`src/rtl/bram_stream_reader_pkg.sv`:
```
// Shared types and constants for the BRAM stream reader.
package bram_stream_reader_pkg;

    typedef enum logic [1:0] {
        ST_IDLE  = 2'd0,
        ST_ISSUE = 2'd1,
        ST_DRAIN = 2'd2
    } rd_state_e;

    // Only read latency the credit accounting is built for.
    localparam int unsigned MEM_DELAY_SUPPORTED = 2;

endpackage

```
`src/rtl/bram_stream_reader_fifo.sv`:
```
// Return buffer: small synchronous FIFO, write and read allowed in the same cycle.
module bram_rd_fifo
    import bram_stream_reader_pkg::*;
#(
    parameter int unsigned DAT_WIDTH  = 32,
    parameter int unsigned FIFO_DEPTH = 4
) (
    input  logic                               clk,
    input  logic                               rst,
    input  logic                               wr_en_i,
    input  logic [DAT_WIDTH-1:0]               wr_dat_i,
    input  logic                               rd_en_i,
    output logic [DAT_WIDTH-1:0]               rd_dat_o,
    output logic [$clog2(FIFO_DEPTH+1)-1:0]    count_o,
    output logic                               empty_o,
    output logic                               full_o
);

    localparam int unsigned PTR_W = $clog2(FIFO_DEPTH);
    localparam int unsigned CNT_W = $clog2(FIFO_DEPTH + 1);

    logic [DAT_WIDTH-1:0] mem_q [FIFO_DEPTH];
    logic [PTR_W-1:0]     wr_ptr_q;
    logic [PTR_W-1:0]     rd_ptr_q;
    logic [CNT_W-1:0]     count_q;
    logic                 wr_ok;
    logic                 rd_ok;

    assign empty_o  = (count_q == '0);
    assign full_o   = (count_q == CNT_W'(FIFO_DEPTH));
    assign count_o  = count_q;
    assign rd_dat_o = mem_q[rd_ptr_q];

    // A read in the same cycle frees the slot a write into a full FIFO needs.
    assign rd_ok = rd_en_i && !empty_o;
    assign wr_ok = wr_en_i && (!full_o || rd_ok);

    // Storage array; cleared on reset so the stream data output starts at zero.
    always_ff @(posedge clk or posedge rst) begin
        if (rst) begin
            for (int i = 0; i < int'(FIFO_DEPTH); i++) begin
                mem_q[i] <= '0;
            end
        end else if (wr_ok) begin
            mem_q[wr_ptr_q] <= wr_dat_i;
        end
    end

    // Pointers and occupancy; pointers wrap naturally since depth is a power of two.
    always_ff @(posedge clk or posedge rst) begin
        if (rst) begin
            wr_ptr_q <= '0;
            rd_ptr_q <= '0;
            count_q  <= '0;
        end else begin
            if (wr_ok) wr_ptr_q <= wr_ptr_q + PTR_W'(1);
            if (rd_ok) rd_ptr_q <= rd_ptr_q + PTR_W'(1);
            unique case ({wr_ok, rd_ok})
                2'b10:   count_q <= count_q + CNT_W'(1);
                2'b01:   count_q <= count_q - CNT_W'(1);
                default: count_q <= count_q;
            endcase
        end
    end

endmodule

```
`src/rtl/bram_stream_reader.sv`:
```
// Sequential BRAM read engine: credit-limited read issue, return buffer, valid/ready stream out.
module bram_stream_reader
    import bram_stream_reader_pkg::*;
#(
    parameter int unsigned DAT_WIDTH  = 32,
    parameter int unsigned ADDR_WIDTH = 32,
    parameter int unsigned LEN_WIDTH  = 16,
    parameter int unsigned ADDR_STEP  = 1,
    parameter int unsigned MEM_DELAY  = 2,
    parameter int unsigned FIFO_DEPTH = 4
) (
    input  logic                  clk,
    input  logic                  rst,
    input  logic                  start_i,
    input  logic [ADDR_WIDTH-1:0] base_addr_i,
    input  logic [LEN_WIDTH-1:0]  len_i,
    output logic                  busy_o,
    output logic                  done_o,
    output logic [ADDR_WIDTH-1:0] m_addr_o,
    output logic                  m_rden_o,
    input  logic [DAT_WIDTH-1:0]  m_odat_i,
    input  logic                  m_oval_i,
    output logic [DAT_WIDTH-1:0]  out_dat_o,
    output logic                  out_val_o,
    input  logic                  out_rdy_i
);

    localparam int unsigned CNT_W = $clog2(FIFO_DEPTH + 1);
    localparam int unsigned SUM_W = CNT_W + 1;

    if (MEM_DELAY != MEM_DELAY_SUPPORTED || FIFO_DEPTH < MEM_DELAY + 2) begin : g_param_check
        $error("bram_stream_reader: unsupported MEM_DELAY or FIFO_DEPTH");
    end

    rd_state_e             state_q;
    logic                  busy_q;
    logic                  done_q;
    logic                  m_rden_q;
    logic [ADDR_WIDTH-1:0] m_addr_q;
    logic [ADDR_WIDTH-1:0] next_addr_q;
    logic [LEN_WIDTH-1:0]  len_q;
    logic [LEN_WIDTH-1:0]  sched_cnt_q;
    logic [LEN_WIDTH-1:0]  out_cnt_q;
    logic [CNT_W-1:0]      inflight_q;
    logic [CNT_W-1:0]      inflight_d;
    logic [CNT_W-1:0]      fifo_count_d;

    logic [CNT_W-1:0]      fifo_count;
    logic                  fifo_empty;
    logic                  unused_fifo_full;   // never reached without a read: credits cap occupancy
    logic                  fifo_wr;
    logic                  fifo_rd;
    logic                  credit_ok;

    // Returns with nothing outstanding (e.g. after a reset) are stale and dropped.
    assign fifo_wr = m_oval_i && (inflight_q != '0);
    assign fifo_rd = out_val_o && out_rdy_i;

    bram_rd_fifo #(
        .DAT_WIDTH  (DAT_WIDTH),
        .FIFO_DEPTH (FIFO_DEPTH)
    ) u_fifo (
        .clk      (clk),
        .rst      (rst),
        .wr_en_i  (fifo_wr),
        .wr_dat_i (m_odat_i),
        .rd_en_i  (out_rdy_i),
        .rd_dat_o (out_dat_o),
        .count_o  (fifo_count),
        .empty_o  (fifo_empty),
        .full_o   (unused_fifo_full)
    );

    assign out_val_o = !fifo_empty;
    assign busy_o    = busy_q;
    assign done_o    = done_q;
    assign m_rden_o  = m_rden_q;
    assign m_addr_o  = m_addr_q;

    // Next-cycle credit: a read may be scheduled only if buffer + outstanding stays below depth.
    always_comb begin
        inflight_d = inflight_q;
        if (m_rden_q && !fifo_wr) begin
            inflight_d = inflight_q + CNT_W'(1);
        end else if (!m_rden_q && fifo_wr) begin
            inflight_d = inflight_q - CNT_W'(1);
        end
        fifo_count_d = fifo_count;
        if (fifo_wr && !fifo_rd) begin
            fifo_count_d = fifo_count + CNT_W'(1);
        end else if (!fifo_wr && fifo_rd) begin
            fifo_count_d = fifo_count - CNT_W'(1);
        end
        credit_ok = (SUM_W'(fifo_count_d) + SUM_W'(inflight_d)) < SUM_W'(FIFO_DEPTH);
    end

    // Outstanding-read counter.
    always_ff @(posedge clk or posedge rst) begin
        if (rst) begin
            inflight_q <= '0;
        end else begin
            inflight_q <= inflight_d;
        end
    end

    // Control FSM, address generator and registered status/issue outputs.
    always_ff @(posedge clk or posedge rst) begin
        if (rst) begin
            state_q     <= ST_IDLE;
            busy_q      <= 1'b0;
            done_q      <= 1'b0;
            m_rden_q    <= 1'b0;
            m_addr_q    <= '0;
            next_addr_q <= '0;
            len_q       <= '0;
            sched_cnt_q <= '0;
            out_cnt_q   <= '0;
        end else begin
            done_q   <= 1'b0;
            m_rden_q <= 1'b0;
            unique case (state_q)
                ST_IDLE: begin
                    if (start_i) begin
                        if (len_i == '0) begin
                            done_q <= 1'b1;
                        end else begin
                            // Buffer is empty and nothing is outstanding, so the first read needs no credit check.
                            busy_q      <= 1'b1;
                            len_q       <= len_i;
                            sched_cnt_q <= LEN_WIDTH'(1);
                            out_cnt_q   <= '0;
                            m_rden_q    <= 1'b1;
                            m_addr_q    <= base_addr_i;
                            next_addr_q <= base_addr_i + ADDR_WIDTH'(ADDR_STEP);
                            state_q     <= (len_i == LEN_WIDTH'(1)) ? ST_DRAIN : ST_ISSUE;
                        end
                    end
                end
                ST_ISSUE: begin
                    if (credit_ok) begin
                        m_rden_q    <= 1'b1;
                        m_addr_q    <= next_addr_q;
                        next_addr_q <= next_addr_q + ADDR_WIDTH'(ADDR_STEP);
                        sched_cnt_q <= sched_cnt_q + LEN_WIDTH'(1);
                        if (sched_cnt_q + LEN_WIDTH'(1) == len_q) begin
                            state_q <= ST_DRAIN;
                        end
                    end
                    if (fifo_rd) begin
                        out_cnt_q <= out_cnt_q + LEN_WIDTH'(1);
                    end
                end
                ST_DRAIN: begin
                    if (fifo_rd) begin
                        out_cnt_q <= out_cnt_q + LEN_WIDTH'(1);
                        if (out_cnt_q == len_q - LEN_WIDTH'(1)) begin
                            state_q <= ST_IDLE;
                            busy_q  <= 1'b0;
                            done_q  <= 1'b1;
                        end
                    end
                end
                default: state_q <= ST_IDLE;
            endcase
        end
    end

endmodule

```
`config.mk`:
```
export PLATFORM = sky130hd
export DESIGN_NAME = bram_stream_reader
export DESIGN_NICKNAME = d
export VERILOG_FILES = /design/src/rtl/bram_stream_reader_pkg.sv /design/src/rtl/bram_stream_reader_fifo.sv /design/src/rtl/bram_stream_reader.sv
export SDC_FILE = /design/constraint.sdc
export NUM_CORES = 1
export LEC_CHECK = 0
export ABC_CLOCK_PERIOD_IN_PS = 5440
export BUFFER_PORTS_ARGS = -buffer_cell sky130_fd_sc_hd__buf_2
export CORE_ASPECT_RATIO = 1.75
export CORE_MARGIN = 2
export CORE_UTILIZATION = 45
export CTS_CLUSTER_SIZE = 12
export DETAILED_ROUTE_END_ITERATION = 7
export HOLD_SLACK_MARGIN = 0.02
export MAX_ROUTING_LAYER = met4
export PLACE_DENSITY = 0.75
export SYNTH_ARGS = -nofsm -noshare
export SYNTH_HDL_FRONTEND = slang
export SYNTH_HIERARCHICAL = 1
export SYNTH_SLANG_ARGS = --single-unit
```
`constraint.sdc`:
```
create_clock -name clk -period 5.44 [get_ports clk]
set_clock_uncertainty 0.15 [all_clocks]
set_input_delay 0.816 -clock clk [delete_from_list [all_inputs] [get_ports clk]]
set_output_delay 0.816 -clock clk [all_outputs]
set_load 0.05 [all_outputs]
```
==> summary.txt, run 1 <==
Clocking
  – Max H-tree Level: 1
  – Post-CTS setup buffers: 0
  – Hold buffers post-CTS: 0
  – Root Buffer: clkbuf_16
  – Clock Tree Buf Depth: 3
  – Clk sinks: 255
  – CTS clock-pin slew for the worst setup and hold paths: 0.07 ns
  – CTS tree: built
  – Cts bufs inserted: 26
  – Worst-Skew Late Latency: 0.54 ns
  – Post-CTS Resized: 0

Timing
  – Setup TNS: 0 ns
  – Worst-Margin Slew: 1.172 ns
  – Final setup violating endpoints: 0
  – Slew headroom: 21.55%
  – Post-route setup slack: 1.163 ns
  – Fin crit period: 4.277 ns
  – Max-slew violation count: 0
  – RSZ-0062 raised after global routing: false
  – Hold Vio Cnt, Final: 0
  – Final Cycle Share: 78.61%
  – F_max: 233.8 MHz

Pwr
  – Comb power frac: 51.2%
  – Sequential power share: 33.4%
  – Pwr per Cell Area: 677.6 mW/mm2
  – Clock network power share: 15.4%
  – Sw power: 4713 uW
  – Worst VDD drop: 0.4654 mV
  – Leakage: 0.006506 uW
  – Switch share: 45.04%
  – Internal: 5750 uW

Final layout
  – Fillers: 2692
  – Most frequent cells in the layout: dfrtp_1, mux2_2, buf_2
  – Commonest non-fill, non-tap cell in the layout: dfrtp_1
  – Fraction of layout cells with a size suffix above 1: 29.88%
  – Final #Nets: 1459
  – Area Overhead vs Synth: 12.23%

Detailed routing
  – Starting DRT DRC Count: 372
  – Pre-antenna DRT Iters: 5
  – DRC violations left: 0
  – Post-route ant nets: 0
  – Vias post-DR: 10.07k
  – Vias/cell: 5.755
  – Per-cell routed wire length: 18.24 um
  – DRT Wirelength: 31920 um

Worst setup path
  – Delay-heaviest family, CP: simple AND/OR/NAND/NOR gates
  – Crit path required time: 5.70 ns
  – CP arrival: 4.54 ns
  – Crit-path max cell delay: 0.67 ns
  – Critical-path cell list: inv_1 -> ha_4 -> mux2i_1 -> inv_1 -> ha_1 -> inv_1 -> a211oi_2 -> nand3b_1 -> or4b_1 -> or4_1 -> a21o_1 -> a32oi_1 -> o21ai_0
  – Type of origin of the critical path: flip-flop
  – Reg2Reg Depth: 13
  – Critical Path Fanout Max: 50
  – Crit-path slowest cell: or4b_1
  – Critical path endpoint category: flip-flop
  – Kind of critical path: reg2reg
  – CP Buf/Inv Count: 3
  – Cell mode on critical path: inv_1
  – WP depth: 13

Die
  – Cell row count: 84
  – Area of the core: 0.03006 mm2
  – Die Ht: 235.3 um
  – Die Wd: 136.2 um
  – Full die area: 0.03204 mm2
  – I/O pins: 153
  – Initial Utilization: 45.77%

GRT
  – Antenna violations before repair: 1
  – First-pass GRT wire length: 52650 um
  – Vias in the first global route: 10.58k
  – GRT overflow: 0
  – GRT Util Overall: 20.77%
  – Largest net degree at the start of global routing: 74

Run
  – Number of max-cap violations: 0

Placed design
  – Pre-CTS setup slack: 1.183 ns
  – Hpwl dp: 22610 um
  – GP Congestion: 0.9113
  – PortBufs: 152

Logic synthesis
  – Synth Instances: 1234
  – Avg Inst Size Synth: 11.15 um2
  – Synthesized Nets: 1339
  – Area of the mapped netlist: 0.01376 mm2
  – Number of synthesis warnings: 6

Min path
  – Worst hold-check path type: in2async

Outcome
  – Run status: complete, no violations
==> flip-flops by register name (all words and copies together) (netlist names) <==
signal           flops
m_rden_o             1
len_q               16
u_fifo/mem_q       128
next_addr_q         32
u_fifo/wr_ptr_q      2
u_fifo/rd_ptr_q      2
busy_o               1
sched_cnt_q         16
m_addr_o            32
state_q              2
done_o               1
inflight_q           3
u_fifo/count_o       3
out_cnt_q           16
==> power by group through the flow <==
stage | clock, uW | combinational, uW | sequential [uW]
floorplan | 0 | 4150 | 3600
global placement | 0 | 5250 | 3450
detailed placement | 0 | 5370 | 3520
CTS | 1660 | 5400 | 3490
global route | 1730 | 5810 | 3620
finish | 1610 | 5360 | 3490
==> metal layers <==
layer / up-vias / routed length [um] / track usage (%)
met1: 5031 / 12200 / 22.52
met5: - / 0 / -
met2: 264 / 16760 / 36.71
met4: 0 / 1275 / 8.870
li1: 4692 / - / -
met3: 84 / 1692 / 3.682
==> stage by stage <==
step	total power (uW)	hold WS [ns]	std cells	utilization, %	cell area (um2)
2_1_floorplan	7744	0.2996	1234	-	13760
3_3_place_gp	8700	0.3055	1713	48.94	14710
3_5_place_dp	8898	0.3087	1713	48.94	14710
4_1_cts	10550	0.3171	1749	51.36	15440
5_1_grt	11150	0.3458	1750	51.37	15440
6_report	10460	0.2976	1750	51.37	15440
==> worst paths after layout <==
path | from | slack, ns | endpoint
hold reg to reg | m_addr_o[7]$_DFFE_PP0P_ | 0.32 | m_addr_o[7]$_DFFE_PP0P_
min in group clk | m_addr_o[7]$_DFFE_PP0P_ | 0.32 | m_addr_o[7]$_DFFE_PP0P_
max in group asynchronous | rst | 3.71 | u_fifo/mem_q[51]$_DFFE_PP0P_
hold / removal | rst | 0.30 | m_addr_o[17]$_DFFE_PP0P_
setup reg to reg | state_q[1]$_DFFE_PP0P_ | 1.16 | next_addr_q[30]$_DFFE_PP0P_
setup / recovery | state_q[1]$_DFFE_PP0P_ | 1.16 | next_addr_q[30]$_DFFE_PP0P_
==> final cells by class <==
cell class	count	area (um2)	area share (%)
multi-input cells	868	6815	44.14
flip-flops and latches	255	6382	41.33
repair buffers	171	903.4	5.850
clock buffers	32	704.4	4.562
well taps	387	484.2	3.136
inverters	32	125.1	0.8103
clock inverters	4	23.77	0.1540
diodes	1	2.502	0.01621
No activity file was read; power rests on OpenSTA's default activity.
==> inputs of run 2 (changes only) <==
--- a/config.mk
+++ b/config.mk
@@ -5,7 +5,7 @@
 export SDC_FILE = /design/constraint.sdc
 export NUM_CORES = 1
 export LEC_CHECK = 0
-export ABC_CLOCK_PERIOD_IN_PS = 5440
+export ABC_CLOCK_PERIOD_IN_PS = 3450
 export BUFFER_PORTS_ARGS = -buffer_cell sky130_fd_sc_hd__buf_2
 export CORE_ASPECT_RATIO = 1.75
 export CORE_MARGIN = 2
@@ -14,7 +14,7 @@
 export DETAILED_ROUTE_END_ITERATION = 7
 export HOLD_SLACK_MARGIN = 0.02
 export MAX_ROUTING_LAYER = met4
-export PLACE_DENSITY = 0.75
+export PLACE_DENSITY = 0.77
 export SYNTH_ARGS = -nofsm -noshare
 export SYNTH_HDL_FRONTEND = slang
 export SYNTH_HIERARCHICAL = 1
==> constraint.sdc (replaced) <==
create_clock -name clk -period 3.45 [get_ports clk]
set_clock_uncertainty 0.15 [all_clocks]
set_input_delay 0.5175 -clock clk [delete_from_list [all_inputs] [get_ports clk]]
set_output_delay 0.5175 -clock clk [all_outputs]
set_load 0.05 [all_outputs]
==> run 2 against run 1 <==
Power grew 68%. Critical path type unchanged. Count of clock-buffer cells in the layout grew 1. Setup slack lost 1.1 ns. Clock power grew 70%. Highest routed layer unchanged. Largest cell class unchanged. Design area grew 5.6%. Fmax grew 26%.
==> summary.txt, run 2 (synthesis results as in run 1) <==
Outcome
  – Run status: complete, no violations

Detailed routing
  – Pre-antenna DRT Iters: 5
  – Starting DRT DRC Count: 536
  – Post-route ant nets: 0
  – DRC violations left: 0
  – DRT Wirelength: 33860 um
  – Vias post-DR: 10.48k
  – Per-cell routed wire length: 18.63 um
  – Vias/cell: 5.763

Placed design
  – Dpl cells: 1772
  – GP Congestion: 0.9210
  – PortBufs: 152
  – Pre-CTS setup slack: -0.07514 ns
  – Placed Area: 0.01535 mm2
  – Hpwl dp: 23830 um

Final layout
  – Biggest register: u_fifo/mem_q
  – Fraction of layout cells with a size suffix above 1: 34.55%
  – Fillers: 2545
  – Max reg flops: 128
  – Area Overhead vs Synth: 18.54%
  – Layout Cells excl Fill: 1818
  – Multi-input gate area: 0.006957 mm2
  – Design Area, Final: 0.01631 mm2
  – Reg area: 0.006382 mm2
  – Most frequent cells in the layout: dfrtp_1, buf_2, mux2_2
  – Final #Nets: 1526
  – Commonest non-fill, non-tap cell in the layout: dfrtp_1

Worst setup path
  – Critical path endpoint category: flip-flop
  – Type of origin of the critical path: flip-flop
  – Kind of critical path: reg2reg
  – CP arrival: 3.68 ns
  – Crit path required time: 3.73 ns
  – Critical Path Fanout Max: 5

Die
  – Die Wd: 136.2 um
  – Die Ht: 235.3 um
  – Initial Utilization: 45.77%
  – Full die area: 0.03204 mm2
  – I/O pins: 153
  – Cell row count: 84
  – Area of the core: 0.03006 mm2

Timing
  – Final setup violating endpoints: 0
  – F_max: 293.5 MHz
  – RSZ-0062 raised after global routing: true
  – Fin crit period: 3.407 ns
  – Setup TNS: 0 ns
  – Slew headroom: 24.85%
  – Final Cycle Share: 98.76%
  – Post-route setup slack: 0.04266 ns
  – Hold Vio Cnt, Final: 0
  – Max-slew violation count: 0
  – Worst-Margin Slew: 1.123 ns

Pwr
  – Pwr per Cell Area: 1080 mW/mm2
  – Leakage: 0.006942 uW
  – Worst VDD drop: 0.9954 mV

Clocking
  – CTS clock-pin slew for the worst setup and hold paths: 0.06 ns
  – Max H-tree Level: 1
  – Cts bufs inserted: 26
  – CTS tree: built
  – Worst-Skew Late Latency: 0.54 ns
  – Clock Tree Buf Depth: 3
  – Root Buffer: clkbuf_16
  – Clk sinks: 255

GRT
  – GRT overflow: 0
  – Largest net degree at the start of global routing: 69
  – First-pass GRT wire length: 54940 um
  – GRT Util Overall: 21.70%
  – Vias in the first global route: 11.09k
  – Antenna violations before repair: 1

Min path
  – Worst hold-check path type: in2reg

Run
  – Number of max-cap violations: 0
run 2: cell types whose count changed in the layout (fill, tap and decap cells not counted), sizes merged:
cell | previous run | this run
clkbuf | 32 | 34
inv | 32 | 30
buf | 171 | 234
dlygate4sd3 | 0 | 1
dlymetal6s2s | 0 | 1
nand2b | 4 | 5
clkinv | 4 | 2
clkinvlp | 0 | 2
bufinv | 0 | 2
run 2: worst paths after layout:
| check | end | startpoint | depth (start not counted) | slack, ns |
|---|---|---|---|---|
| setup / recovery | state_q[0]$_DFFE_PP0P_ | inflight_q[1]$_DFF_PP0_ | 14 | 0.04 |
| hold / removal | len_q[2]$_DFFE_PP0P_ | len_i[2] | 2 | 0.08 |
| setup reg to reg | state_q[0]$_DFFE_PP0P_ | inflight_q[1]$_DFF_PP0_ | 14 | 0.04 |
| hold reg to reg | m_addr_o[7]$_DFFE_PP0P_ | m_addr_o[7]$_DFFE_PP0P_ | 2 | 0.32 |
| max in group asynchronous | m_addr_o[8]$_DFFE_PP0P_ | rst | 4 | 1.89 |
| min in group asynchronous | u_fifo/mem_q[124]$_DFFE_PP0P_ | rst | 3 | 0.47 |
run 2: critical path, cell delays in order (launching register included):
cell and delay (ns):
dfrtp_1 0.36, inv_2 0.06, ha_4 0.16, ha_4 0.15
nand2b_4 0.16, maj3_2 0.31, o21ai_2 0.15, ha_1 0.26
nand2_1 0.08, nor3_2 0.03, and3b_2 0.27, o2111ai_2 0.10
or4_4 0.45, a211oi_4 0.26, mux2_4 0.33
run 2: per-stage QoR:
| stage | hold WS [ns] | utilization [%] | power, uW |
|---|---|---|---|
| floorplan | 0.2996 | - | 12360 |
| global placement | 0.3070 | 51.06 | 14330 |
| detailed placement | 0.3154 | 51.06 | 14630 |
| CTS | 0.05841 | 53.88 | 17530 |
| global route | 0.07436 | 54.26 | 18680 |
| finish | 0.08021 | 54.26 | 17620 |
run 2: power by group:
part / total, uW / leakage [uW] / switching (uW) / internal (uW)
clock: 2740 / 0.000388 / 1150 / 1590
combinational: 9510 / 0.00345 / 5610 / 3900
sequential: 5370 / 0.00310 / 996 / 4380
total: 17600 / 0.00694 / 7760 / 9860
run 2: timing repair:
item / 4_1_cts / 5_1_grt
endpoints found under the hold margin: 24 / 0
gates cloned: 1 / 1
pin swaps: 6 / 3
setup buffers: 1 / 4
hold buffers: 1 / 0
setup endpoints to repair: 2 / 39
gates resized for setup: 6 / 14
run 2: area by class of cell:
class	count	area share, %
clock inverters	4	0.4296
well taps	387	2.969
flip-flops and latches	255	39.13
multi-input cells	869	42.65
inverters	32	0.7825
clock buffers	33	4.404
repair buffers	237	9.613
diodes	1	0.01534
run 2: metal layers:
layer  wire length [um]  track usage [%]
met5                  0                -
met4               1424            9.280
met3               1732            3.596
met2              18370            39.42
met1              12340            22.70
